## src/rtl/rca_4bit.sv

```systemverilog
// rca_4bit: registered ripple-carry adder, {Cout,Sum} = A + B + Cin.
// The carry ripples bit by bit through a chain of 1-bit full adders, with no
// lookahead. Sum, Cout (and V) are registered, so the result appears one
// clock edge after its inputs.
// Optional feature: define RCA_4BIT_OVF_EN to add the registered signed
// overflow output V.
// Reset is synchronous and active-high. It takes priority over the add.

module rca_4bit #(
   parameter int WIDTH = 4
) (
   input  logic             clk,
   input  logic             rst,
   input  logic [WIDTH-1:0] A,
   input  logic [WIDTH-1:0] B,
   input  logic             Cin,
   output logic [WIDTH-1:0] Sum,
`ifdef RCA_4BIT_OVF_EN
   output logic             Cout,
   output logic             V
`else
   output logic             Cout
`endif
);

   logic [WIDTH-1:0] sum_nxt;
   logic             cout_nxt;
   logic             carry;
`ifdef RCA_4BIT_OVF_EN
   logic             carry_msb;
   logic             v_nxt;
`endif

   // Full-adder chain: carry enters at bit 0 and ripples up to the MSB.
   always_comb begin
      sum_nxt = '0;
      carry   = Cin;
`ifdef RCA_4BIT_OVF_EN
      carry_msb = 1'b0;
`endif
      for (int i = 0; i < WIDTH; i++) begin
`ifdef RCA_4BIT_OVF_EN
         if (i == WIDTH - 1) begin
            carry_msb = carry;
         end
`endif
         sum_nxt[i] = A[i] ^ B[i] ^ carry;
         carry      = (A[i] & B[i]) | (carry & (A[i] ^ B[i]));
      end
      cout_nxt = carry;
`ifdef RCA_4BIT_OVF_EN
      // Overflow occurs when the carry into the MSB differs from the carry out of it.
      v_nxt = carry ^ carry_msb;
`endif
   end

   // Result register. Reset wins over the add and clears all outputs.
   always_ff @(posedge clk) begin
      if (rst) begin
         Sum  <= '0;
         Cout <= 1'b0;
`ifdef RCA_4BIT_OVF_EN
         V    <= 1'b0;
`endif
      end else begin
         Sum  <= sum_nxt;
         Cout <= cout_nxt;
`ifdef RCA_4BIT_OVF_EN
         V    <= v_nxt;
`endif
      end
   end

endmodule

```

## config.mk

```make
export PLATFORM = sky130hd
export DESIGN_NAME = rca_4bit
export DESIGN_NICKNAME = d
export VERILOG_FILES = /design/src/rtl/rca_4bit.sv
export SDC_FILE = /design/constraint.sdc
export NUM_CORES = 1
export LEC_CHECK = 0
export CELL_PAD_IN_SITES_DETAIL_PLACEMENT = 2
export CELL_PAD_IN_SITES_GLOBAL_PLACEMENT = 2
export CORE_UTILIZATION = 15
export DETAILED_ROUTE_END_ITERATION = 7
export GPL_ROUTABILITY_DRIVEN = 0
export PLACE_DENSITY_LB_ADDON = 0.1
export SYNTH_ARGS = -nofsm -noshare
export SYNTH_HDL_FRONTEND = slang
export SYNTH_SLANG_ARGS = --single-unit
```

## constraint.sdc

```tcl
create_clock -name clk -period 1.7 [get_ports clk]
set_input_delay 0.255 -clock clk [delete_from_list [all_inputs] [get_ports clk]]
set_output_delay 0.255 -clock clk [all_outputs]
set_load 0.02 [all_outputs]
```

==> impl_table.tex <==
\begin{tabular}{lr}
\hline
Metric & Value \\
\hline
\multicolumn{2}{l}{\textbf{Setup path}} \\
Worst path required time & 1870 ps \\
CP Data Arrival Time & $\sim$1900 ps \\
Crit path cell chain & buf\_6 > fa\_2 > inv\_2 > fa\_2 > inv\_2 > fa\_2 > inv\_2 > fa\_1 > nor2\_1 \\
Family with the most delay on the worst path & adder cells \\
CP max-delay cell & fa\_1 \\
CP max stage delay & 390 ps \\
Number of buffers and inverters on the critical path & 4 \\
Category of the worst setup path capture point & flop \\
CP Max Fanout & 1 \\
Crit Path Class & primary input to flop \\
Element type at the critical path start & primary input \\
\multicolumn{2}{l}{\textbf{Global routing}} \\
Maximum number of pins on one net before global-route repair & 6 \\
First-pass GRT wire length & 724 um \\
Number of antenna violations at the first check in global routing & 0 \\
GRT Residual Overflow & 0 \\
Tot GR Track Use & about 7.8\% \\
Via count of the first global-routing pass & 185 \\
\multicolumn{2}{l}{\textbf{Routing}} \\
Mean number of vias per cell & 3.600 \\
Detailed-route DRC error count & 0 \\
WL/cell & 9.255 um \\
Final ANT Viol Nets & 0 \\
Number of vias in the routed layout & $\sim$200 \\
WL final & 509 um \\
Number of DRC markers after the initial detailed-route iteration & 0 \\
Number of detailed-route iterations in the first pass & 1 \\
\multicolumn{2}{l}{\textbf{Timing}} \\
Final hold viol count & 0 \\
Post-route minimum period & 1713 ps \\
Unrepaired setup endpoints after global routing & yes \\
Number of pins exceeding their max-slew limit in the final report & 0 \\
Final worst path period share & 100.8\% \\
Achievable clock frequency & between 0.5 and 0.6 GHz \\
Total of endpoints with negative setup slack in the final report & 1 \\
Worst-case setup margin in the final layout & -12.98 ps \\
Relative slew margins & 85.84\% \\
Tightest Pin Transition & 211.8 ps \\
\multicolumn{2}{l}{\textbf{Placed design}} \\
Number of input and output port buffers inserted & 15 \\
Estimated wirelength of the detail-placed design & 477.4 um \\
Instance area at placement & 406.6 um\^{}2 \\
\multicolumn{2}{l}{\textbf{Hold path}} \\
Worst Hold Path Cells & 3 \\
Endpoint of the worst hold path & Sum[0]\$\_SDFF\_PP0\_ \\
Path class of the lowest-slack min-delay path & primary input to flop \\
Worst Min Path Start & A[0] \\
\multicolumn{2}{l}{\textbf{Yosys}} \\
Part of the Yosys area used for sequential elements & 43.48\% \\
Synthesized netlist net count & 36 \\
Synthesized instance count & 21 \\
Post-synthesis cell type count & 5 \\
Average footprint of a synthesized cell & roughly 11 um\^{}2 \\
Total of warnings raised by yosys & 0 \\
Synthesis-stage register bit count & 5 \\
Post-synthesis cell area & 230.2 um\^{}2 \\
\multicolumn{2}{l}{\textbf{Cells and area}} \\
Net count, final & 56 \\
Area used by multi-input combinational logic & $\sim$110 um\^{}2 \\
Number of diodes & 0 \\
Cell area after layout & 421.7 um\^{}2 \\
Layout cell share with drive strength beyond 1 & 32.50\% \\
Area occupied by registers & about 100 um\^{}2 \\
Area growth from synthesis to final layout & 83.15\% \\
Filler cells & 162 \\
\multicolumn{2}{l}{\textbf{Floorplanning}} \\
Chip Height & 41.18 um \\
Die boundary width & 41.18 um \\
Initial core utilization & 16.85\% \\
Row cnt & 13 \\
\# IOs & 16 \\
Core Region & between 0.001 and 0.0015 mm\^{}2 \\
Die footprint & 0.001695 mm\^{}2 \\
\multicolumn{2}{l}{\textbf{Clocking}} \\
Number of buffers inserted by hold repair at cts & 0 \\
Maximum clock insertion buffer count & 2 \\
Post-CTS Setup Bufs & 0 \\
CTS HTree Levels & 1 \\
Root Buffer Master & clkbuf\_4 \\
Number of buffers inserted during clock tree synthesis & 3 \\
Sinks on the clock net & 5 \\
CTS tree & done \\
Clock transition at the register clock pins on the worst setup and hold paths after CTS & 40 ps \\
\multicolumn{2}{l}{\textbf{Run status}} \\
Violations in the final reports & setup timing \\
Run status & complete, but fails checks \\
\multicolumn{2}{l}{\textbf{Power and ir drop}} \\
Largest vdd supply drop & between 0.15 and 0.2 mV \\
Power per standard cell area & 870.5 mW/mm\^{}2 \\
Total power & about 0.37 mW \\
Leak & 0.1889 nW \\
\multicolumn{2}{l}{\textbf{Flow run}} \\
Number of max-capacitance violations reported & 0 \\
\hline
\end{tabular}
[state kept, by name (all words and copies together), names as in the netlist]
register and count:
Cout 1, Sum 4
[layout by cell type, fill, tap and decap left out]
cell,n
dlygate4sd2_1,2
fa_2,3
inv_2,4
buf_6,1
clkbuf_1,1
nor2b_1,2
fa_1,1
clkbuf_4,3
clkdlybuf4s50_1,10
buf_2,2
inv_1,3
dfxtp_1,5
nor2_1,3
[cell families after synthesis]
family | after synthesis | synth area share, %
adders and majority gates | 4 | 34.78
DFF | 5 | 43.48
and+or+nand+nor | 5 | 10.32
buffers and inverters | 7 | 11.42
[stage by stage]
step	setup TNS (ps)	util (%)	hold WS, ps	worst slack, ps	instances
floorplan	-138.6	-	321.7	-138.6	21
global placement	-1564	29.76	890.5	-642.0	51
detailed placement	-1696	29.76	892.4	-720.6	51
CTS	-54.41	30.86	473.8	-54.41	55
global route	-85.77	30.86	493.1	-85.77	55
finish	-12.98	30.86	457.0	-12.98	55
[synthesized netlist by cell type (all sizes together)]
cell   count  area (um^2)
nor2       3        11.26
nor2b      2        12.51
fa         4        80.08
dfxtp      5        100.1
inv        7        26.28
[worst min-delay path: cells and delay by family]
family | cells | cell delay (ps)
adder cells (fa/ha/maj) | 1 | 180
AND/OR/NAND/NOR | 1 | 140
buffers and inverters | 1 | 70
[worst max-delay path by stage]
stage | from | to | slack [ps] | cells past startpoint
2_1_floorplan | A[0] | Sum[3]$_SDFF_PP0_ | -140 | 8
3_3_place_gp | A[0] | Sum[3]$_SDFF_PP0_ | -640 | 9
3_5_place_dp | A[0] | Sum[3]$_SDFF_PP0_ | -720 | 9
4_1_cts | A[0] | Sum[3]$_SDFF_PP0_ | -50 | 9
5_1_grt | A[0] | Sum[3]$_SDFF_PP0_ | -90 | 9
6_report | A[0] | Sum[3]$_SDFF_PP0_ | -10 | 9
[final cells by class]
class	count	share of cell area [%]
repair buffers	15	32.94
multi-input cells	9	26.41
flip-flops and latches	5	23.74
clock buffers	4	6.231
inverters	7	6.231
well taps	15	4.451
[timing repair]
item / 4_1_cts / 5_1_grt
setup endpoints to repair: 3 / 1
resized for setup: 16 / 0
pin swaps: 5 / 1
[report_power, final]
group	internal, mW	switching, mW	total, mW	leakage (nW)
logic	0.0544	0.0442	0.0986	0.132
clock network	0.0885	0.0453	0.134	0.0150
registers	0.131	0.00349	0.135	0.0417
total	0.274	0.0930	0.367	0.189
[metal layers]
metal / part of all wire, % / GRT usage (%) / wire length (um) / vias to the layer above
li1: - / - / - / 94
met1: 28 / 4.902 / 140 / 94
met2: 62 / 14.45 / 316 / 10
met3: 10 / 3.261 / 52 / 0
met4: 0 / 9.677 / 0 / 0
met5: 0 / 0 / 0 / -
No activity file was read; power rests on OpenSTA's default activity.
